## config.mk

```make
export PLATFORM = sky130hd
export DESIGN_NAME = conv_window_stream
export DESIGN_NICKNAME = d
export VERILOG_FILES = /design/src/rtl/conv_pkg.sv /design/src/rtl/conv_window_stream_shift.sv /design/src/rtl/conv_window_stream.sv
export SDC_FILE = /design/constraint.sdc
export NUM_CORES = 1
export LEC_CHECK = 0
export ABC_CLOCK_PERIOD_IN_PS = 3000
export CORE_ASPECT_RATIO = 0.75
export CORE_MARGIN = 8
export CORE_UTILIZATION = 45
export CTS_CLUSTER_DIAMETER = 150
export DETAILED_ROUTE_END_ITERATION = 12
export PLACE_DENSITY_LB_ADDON = 0.25
export SYNTH_ARGS = -nofsm -noshare
export SYNTH_HDL_FRONTEND = slang
export SYNTH_SLANG_ARGS = --single-unit
```

## constraint.sdc

```tcl
create_clock -name clk -period 3 [get_ports clk]
set_input_delay 0.45 -clock clk [delete_from_list [all_inputs] [get_ports clk]]
set_output_delay 0.45 -clock clk [all_outputs]
set_load 0.05 [all_outputs]
```

## src/rtl/conv_pkg.sv

```systemverilog
// -----------------------------------------------------------------------------
// conv_pkg
// Shared defaults and bit-layout helpers for the streaming convolution window.
//   in_data  : channel c, row r             at in_lsb(c, r, K, DW)
//   out_data : channel c, column j, row r   at out_lsb(c, j, r, K, DW)
//              (column 0 is the oldest column of the window)
// -----------------------------------------------------------------------------
package conv_pkg;

    localparam int DW_DEF = 12;
    localparam int K_DEF  = 5;
    localparam int CH_DEF = 1;
    localparam int S_DEF  = 1;

    localparam int COL_W = K_DEF * DW_DEF;
    localparam int WIN_W = K_DEF * K_DEF * DW_DEF;

    // LSB of one element of an input column bundle.
    function automatic int in_lsb(input int c, input int r, input int k, input int dw);
        return (c * k + r) * dw;
    endfunction

    // LSB of one element of an output window bundle.
    function automatic int out_lsb(input int c, input int j, input int r,
                                   input int k, input int dw);
        return ((c * k + j) * k + r) * dw;
    endfunction

endpackage

```

## src/rtl/conv_window_stream_shift.sv

```systemverilog
// -----------------------------------------------------------------------------
// conv_column_shift
// One channel's K-column shift register. On shift, column j takes column j+1
// and col enters column K-1 (newest); column 0 (oldest) is dropped.
// Ports:
//   clk, rst_n : clock, asynchronous active-low reset
//   shift      : advance the window by one column
//   col        : incoming K-tall column, row r at [r*DW +: DW]
//   win        : KxK window, column j row r at [(j*K+r)*DW +: DW]
// -----------------------------------------------------------------------------
module conv_column_shift
    import conv_pkg::*;
#(
    parameter int DW = DW_DEF,
    parameter int K  = K_DEF
) (
    input  logic              clk,
    input  logic              rst_n,
    input  logic              shift,
    input  logic [K*DW-1:0]   col,
    output logic [K*K*DW-1:0] win
);

    // NOTE: the window registers are reset on purpose: a cleared window is
    // visible on out_data after reset, so this storage is not left uninitialised.
    if (K == 1) begin : g_single
        always_ff @(posedge clk or negedge rst_n) begin
            if (!rst_n)     win <= '0;
            else if (shift) win <= col;
        end
    end else begin : g_multi
        // NOTE: sequential state uses non-blocking assignments so every
        // register samples the pre-edge value of its neighbour.
        always_ff @(posedge clk or negedge rst_n) begin
            if (!rst_n)     win <= '0;
            else if (shift) win <= {col, win[K*K*DW-1:K*DW]};
        end
    end

endmodule

```

## src/rtl/conv_window_stream.sv

```systemverilog
// -----------------------------------------------------------------------------
// conv_window_stream
// Accepts one K-tall column per cycle for CH lockstep channels and presents a
// KxK window per channel every S columns once K columns of a row are held.
// Ports:
//   clk, rst_n          : clock, asynchronous active-low reset
//   in_valid / in_ready : column stream handshake
//   in_data             : CH columns, channel c row r at [(c*K+r)*DW +: DW]
//   in_last             : accepted column is the last one of its row
//   out_valid/out_ready : window stream handshake
//   out_data            : CH windows, [((c*K+j)*K+r)*DW +: DW], j=0 oldest
//   out_idx             : 0-based index of the window within its row
// -----------------------------------------------------------------------------
module conv_window_stream
    import conv_pkg::*;
#(
    parameter int DW   = DW_DEF,
    parameter int K    = K_DEF,
    parameter int CH   = CH_DEF,
    parameter int S    = S_DEF,
    parameter int IDXW = 8
) (
    input  logic                 clk,
    input  logic                 rst_n,
    input  logic                 in_valid,
    output logic                 in_ready,
    input  logic [CH*K*DW-1:0]   in_data,
    input  logic                 in_last,
    output logic                 out_valid,
    input  logic                 out_ready,
    output logic [CH*K*K*DW-1:0] out_data,
    output logic [IDXW-1:0]      out_idx
);

    localparam int             FW        = $clog2(K + 1);
    localparam logic [FW-1:0]  FILL_MAX  = FW'(K);
    localparam logic [FW-1:0]  SCNT_LAST = FW'(S - 1);

    if (S < 1 || S > K) begin : g_bad_stride
        $error("conv_window_stream: stride S=%0d must lie in 1..K (K=%0d)", S, K);
    end

    logic [FW-1:0]   fill;
    logic [FW-1:0]   fill_next;
    logic [FW-1:0]   scnt;
    logic [IDXW-1:0] next_idx;
    logic            accept;
    logic            out_fire;
    logic            first_full;
    logic            emit;

    // A held window blocks new columns, which keeps out_data stable.
    assign in_ready = !out_valid || out_ready;
    assign accept   = in_valid && in_ready;
    assign out_fire = out_valid && out_ready;

    // NOTE: every signal here is assigned on every pass, so no latch is inferred.
    always_comb begin
        fill_next  = (fill == FILL_MAX) ? fill : fill + FW'(1);
        first_full = (fill_next == FILL_MAX) && (fill != FILL_MAX);
        emit       = accept && (first_full || (fill == FILL_MAX && scnt == SCNT_LAST));
    end

    always_ff @(posedge clk or negedge rst_n) begin
        if (!rst_n) begin
            fill      <= '0;
            scnt      <= '0;
            next_idx  <= '0;
            out_idx   <= '0;
            out_valid <= 1'b0;
        end else begin
            // A fresh emit wins over consumption of the previous window.
            if (emit)          out_valid <= 1'b1;
            else if (out_fire) out_valid <= 1'b0;

            if (emit) begin
                out_idx  <= first_full ? '0 : next_idx;
                next_idx <= first_full ? IDXW'(1) : next_idx + IDXW'(1);
            end

            if (accept) begin
                if (in_last) begin
                    // Row end: the emit above still stands, then counters restart.
                    fill     <= '0;
                    scnt     <= '0;
                    next_idx <= '0;
                end else begin
                    fill <= fill_next;
                    if (first_full)
                        scnt <= '0;
                    else if (fill == FILL_MAX)
                        scnt <= (scnt == SCNT_LAST) ? '0 : scnt + FW'(1);
                end
            end
        end
    end

    for (genvar c = 0; c < CH; c++) begin : g_ch
        conv_column_shift #(
            .DW (DW),
            .K  (K)
        ) u_shift (
            .clk   (clk),
            .rst_n (rst_n),
            .shift (accept),
            .col   (in_data[in_lsb(c, 0, K, DW) +: K*DW]),
            .win   (out_data[out_lsb(c, 0, 0, K, DW) +: K*K*DW])
        );
    end

endmodule

```

## Word level (Yosys, flattened, before mapping)

Cells that the tools add are included.

- Register bits after elaboration: 323
- Input bits: 65
- Word-level logic and storage cells: 37

- $add $sub $neg: 3
- Eq/ne operators: 3
- Mux-type cells: 13
- Reductions and logical operators: 12

Operators with widths:

| kind | count |
|---|---|
| 2-to-1 mux 8 bit | 5 |
| 2-to-1 mux 3 bit | 6 |
| adder 8 x 1 -> 8 bit (second input constant) | 1 |
| adder 3 x 1 -> 3 bit (second input constant) | 2 |
| == test 3 bit (second input constant) | 2 |
| logical AND 1 bit | 5 |
| zero test 3 bit | 1 |
| inequality test 3 bit (second input constant) | 1 |
| nonzero test 3 bit | 1 |
| logical OR 1 bit | 2 |
| 2-to-1 mux 1 bit | 2 |
| AND reduction 2 bit | 1 |
| nonzero test 2 bit | 1 |
| zero test 1 bit | 1 |

## Logic depth before layout (Yosys ltp)

- Word-level depth: 9
- Depth in mapped cells: 8
- Mapped depth without buffers: 6

## Cells and area by module

From an unflattened synthesis, not the netlist that was laid out.

- Cells, all modules: 764
- Area, all modules: 12557.0 µm²

Modules (own cells, without submodules):

| module | times used | cells each | area an instance (µm²) |
|---|---|---|---|
| conv_column_shift | 1 | 633 | 11332.1 |
| conv_window_stream | 1 | 131 | 1224.9 |

## Worst setup path before layout

No wires, ideal clock.

- Path kind: reg-to-reg
- Start: reg out_valid
- End: reg g_ch[0].u_shift.win[231]
- Arrival: 1.918 ns
- Data required time: 2.934 ns
- Path slack: 1.015 ns
- Stages on the path, launching flop included: 9
- Path buffers: 4
- Clock period less this slack: 1.985 ns
- Cells stage by stage: dfrtp_1 nand2b_1 buf_2 and2_1 buf_2 buf_2 buf_1 nand2_1 nand2_1

- Cells in the longest elaborated chain, start to end: 3

Ends and longest elaborated chain:

| element | RTL line | RTL |
|---|---|---|
| start, declared | conv_window_stream.sv:29 | `output logic out_valid,` |
| start signal, assigned | conv_window_stream.sv:70 | `out_valid <= 1'b0;` |
| start signal, assigned | conv_window_stream.sv:73 | `if (emit) out_valid <= 1'b1;` |
| start signal, assigned | conv_window_stream.sv:74 | `else if (out_fire) out_valid <= 1'b0;` |
| zero test 1 bit | conv_window_stream.sv:53 | `assign in_ready = !out_valid \|\| out_ready;` |
| logical OR 1 bit | conv_window_stream.sv:53 |  |
| named net in_ready | conv_window_stream.sv:26 | `output logic in_ready,` |
| logical AND 1 bit | conv_window_stream.sv:54 | `assign accept = in_valid && in_ready;` |
| end signal, assigned | conv_window_stream_shift.sv:36 | `else if (shift) win <= {col, win[K*K*DW-1:K*DW]};` |
| end, declared | conv_window_stream_shift.sv:21 | `output logic [K*K*DW-1:0] win` |

The timed path passes the listed nets, and every way through them passes these cells.
A chain may end at the register's enable or synchronous reset.

## Final worst setup path

- Start: reg out_valid
- End: out in_ready

- Cells in the longest elaborated chain, start to end: 2

Ends and longest elaborated chain:

| element | RTL line |
|---|---|
| zero test 1 bit | conv_window_stream.sv:53 |
| logical OR 1 bit | conv_window_stream.sv:53 |
| end, declared | conv_window_stream.sv:26 |

Every way passes these cells.

==> impl_metrics.json <==
{
  "use_met3_pct": 5.42,
  "hold_viol_final": 0,
  "grt-ovfl-total": 0,
  "pwr_density_cell_mw_per_mm2": 952,
  "ys_types": 42,
  "critPathRequiredTime_ns": 2.55,
  "ff2ff_setup_slack_ns": 0.75,
  "die_w_microns": 208,
  "numCtsBuffers": 31,
  "holdPathStages": 3,
  "fin_tns_setup_ns": 0,
  "path_max_fanout": 2,
  "grt_start_max_net_pins": 112,
  "wl_per_cell_microns": 16.8,
  "end_kind": "output pin",
  "synth_top_family_by_area": "simple AND/OR/NAND/NOR gates",
  "clk_pin_slew_ns": 0.06,
  "tightestPinTransition_ns": 0.669,
  "crit_arrival_ns": 1.86,
  "ys.flop_type": "dfrtp_1",
  "path_class": "reg -> out",
  "synth-simple-area-share_pct": 29.5,
  "post-route-min-period_ns": 2.31,
  "met2_usage_pct": 32.8,
  "syn-cell-area_sq_mm": 0.0124,
  "avgSynthCellArea_sq_um": 8.87,
  "crit_chain": "nand2b_1, clkdlybuf4s50_1",
  "reg2regPathDepth": 6,
  "period_share_pct": 76.9,
  "setup_slack_ns": 0.694,
  "grtUsageTotal_pct": 21.1,
  "drc": 0,
  "place.gp.congestion": 0.815,
  "dr.pass1.iters": 5,
  "avgViaCountPerCell": 4.81,
  "setup_viol": 0,
  "synth_area_leaders": "dfrtp_1 65%, nand2_1 28%, clkbuf_1 1.3%, buf_2 0.93%, ha_1 0.50%",
  "worstSkewPairLatency_ns": 0.55,
  "vias": 10200,
  "core_area_sq_mm": 0.0271,
  "critPathLaunch": "out_valid",
  "seqCellArea_sq_mm": 0.00808,
  "cts_sinks": 323,
  "die_h_microns": 160,
  "worstHoldStart": "in_data[32]",
  "ys_seq_area_share_pct": 65.0,
  "outcome": "finished clean",
  "fillers": 2221,
  "antenna_found_initial": 2,
  "cts_buffer_depth": 3,
  "areaGrowthSynthToFinish_pct": 41.6,
  "synth_edf_count": 0,
  "grtUsageMet1_pct": 28.2,
  "yosys_warnings": 0,
  "rsz0062_at_grt": "false",
  "async_reset_ff_share_pct": 100,
  "max_freq_mhz": 434,
  "h-tree-depth": 1,
  "yosys.area_share.adder_pct": 0.503,
  "hpwl_microns": 25400,
  "maxSlewViolCount": 0,
  "io_buffers": 374,
  "nNetsFinal": 1824,
  "cp_slowest_stage_delay_ns": 0.81,
  "crit_buf_inv": 1,
  "grt_pass1_wl_microns": 57600,
  "busiest_layer": "met2",
  "wirelength_microns": 35800,
  "layoutNonFillerInstCount": 2128,
  "antenna_left": 0,
  "synth_cells": 1402,
  "dpl_worst_slack_ns": 0.720,
  "clock_skew_ns": 0.0117,
  "first_iter_violations": 716,
  "cts_tree": "done",
  "die_area_sq_mm": 0.0333,
  "p_leak_nw": 8.93,
  "cp_top_family": "buffers and inverters",
  "drv_cap": 0,
  "initial_core_util_pct": 45.9,
  "synth_compound_area_share_pct": 1.92,
  "crit_path_start_kind": "flop",
  "total_power_w": 0.0168,
  "r2r_start": "fill[1]",
  "syn_nets": 1472,
  "ctsRootBufferMaster": "clkbuf_16",
  "peakVddDrop_mv": 0.556,
  "dp.cells": 2071,
  "drive_gt1_share_pct": 4.39,
  "r2r_end": "scnt[2]",
  "hold_slack_ns": 0.422,
  "synth_area_leader_cell": "dfrtp_1",
  "slew_headroom_pct": 55.2,
  "rows": 52,
  "grt_pass1_vias": 10200,
  "multi_input_area_sq_mm": 0.00401,
  "ios": 375,
  "synth_mux_area_share_pct": 0.181,
  "hold_class": "in -> reg",
  "ys_seq_elements": 323,
  "synth_xor_area_share_pct": 0,
  "slowest_stage": "clkdlybuf4s50_1",
  "whs_endpoint": "g_ch[0].u_shift.win[272]",
  "yosys.area.top_type_share_pct": 65.0
}
[flip-flops by register name, indices dropped and copies added, names as in the netlist]
name and flops:
fill 3, g_ch.u_shift.win 300, next_idx 8, out_idx 8
out_valid 1, scnt 3
[worst max path at each step]
stage | end | slack, ns | cells past startpoint
after floorplan | g_ch[0].u_shift.win[231] | 1.02 | 8
after global placement | in_ready | 0.70 | 3
after detailed placement | in_ready | 0.72 | 3
after CTS | in_ready | 0.68 | 2
after global routing | scnt[2] | 0.58 | 6
final | in_ready | 0.69 | 2
[where the power goes]
part | internal [W] | leakage [nW] | switching (W)
logic | 0.00205 | 4.31 | 0.00480
registers | 0.00530 | 4.12 | 0.000780
clock network | 0.00224 | 0.500 | 0.00160
total | 0.00958 | 8.93 | 0.00718
[per-layer routing]
metal	vias up	wire, microns
li1	5003	-
met1	4852	15900
met2	321	16200
met3	69	2340
met4	0	1350
met5	-	0
[stage by stage]
step	util [%]	area, sq um
2_1_floorplan	-	12400
3_3_place_gp	61.3	16600
3_5_place_dp	61.3	16600
4_1_cts	65.0	17600
5_1_grt	65.1	17600
6_report	65.1	17600
[layout by cell type, fill, tap and decap left out, types with 6 or more instances in the layout]
cell / n
nor2_1: 6
inv_1: 8
nand2_1: 924
o21ai_0: 11
buf_12: 11
clkbuf_8: 11
nand3_1: 7
dfrtp_1: 323
clkbuf_16: 31
buf_4: 7
clkdlybuf4s50_1: 373
[synth_stat cells (2+ instances only)]
| cell type | count |
|---|---|
| a21oi_1 | 5 |
| nand3_1 | 7 |
| or3b_1 | 2 |
| nand2_1 | 925 |
| o211ai_1 | 3 |
| nor2_1 | 6 |
| a21o_1 | 2 |
| buf_6 | 2 |
| mux2_2 | 2 |
| inv_1 | 8 |
| dfrtp_1 | 323 |
| clkbuf_1 | 43 |
| buf_2 | 23 |
| o31ai_1 | 2 |
| o21ai_0 | 11 |
| buf_1 | 5 |
| a31oi_1 | 2 |
| ha_1 | 5 |
| or4_1 | 3 |
[cell type report]
class | count | share of cell area (%)
clock inverters | 8 | 0.398
diodes | 2 | 0.0284
well taps | 351 | 2.49
multi-input cells | 997 | 22.8
clock buffers | 46 | 5.35
inverters | 8 | 0.171
repair buffers | 393 | 22.9
flip-flops and latches | 323 | 45.9
[worst min-delay path: stages]
cell and delay [ns]:
clkdlybuf4s50_1 0.39, nand2_1 0.05, nand2_1 0.04
[logic make-up (layout without fill, tap and decap cells)]
kind of cell    count (synthesis)  count (layout)
simple gates                  955             955
compound gates                 35              35
buf+inv                        82             455
fa+ha+maj                       5               5
other cells                     0               2
mux                             2               2
flops                         323             323
[what timing repair did]
action / 4_1_cts / 5_1_grt
setup buffers: 0 / 0
hold endpoints to repair: 78 / 0
resized for setup: 0 / 0
hold buffers: 1 / 0
No activity file was read; power rests on OpenSTA's default activity.
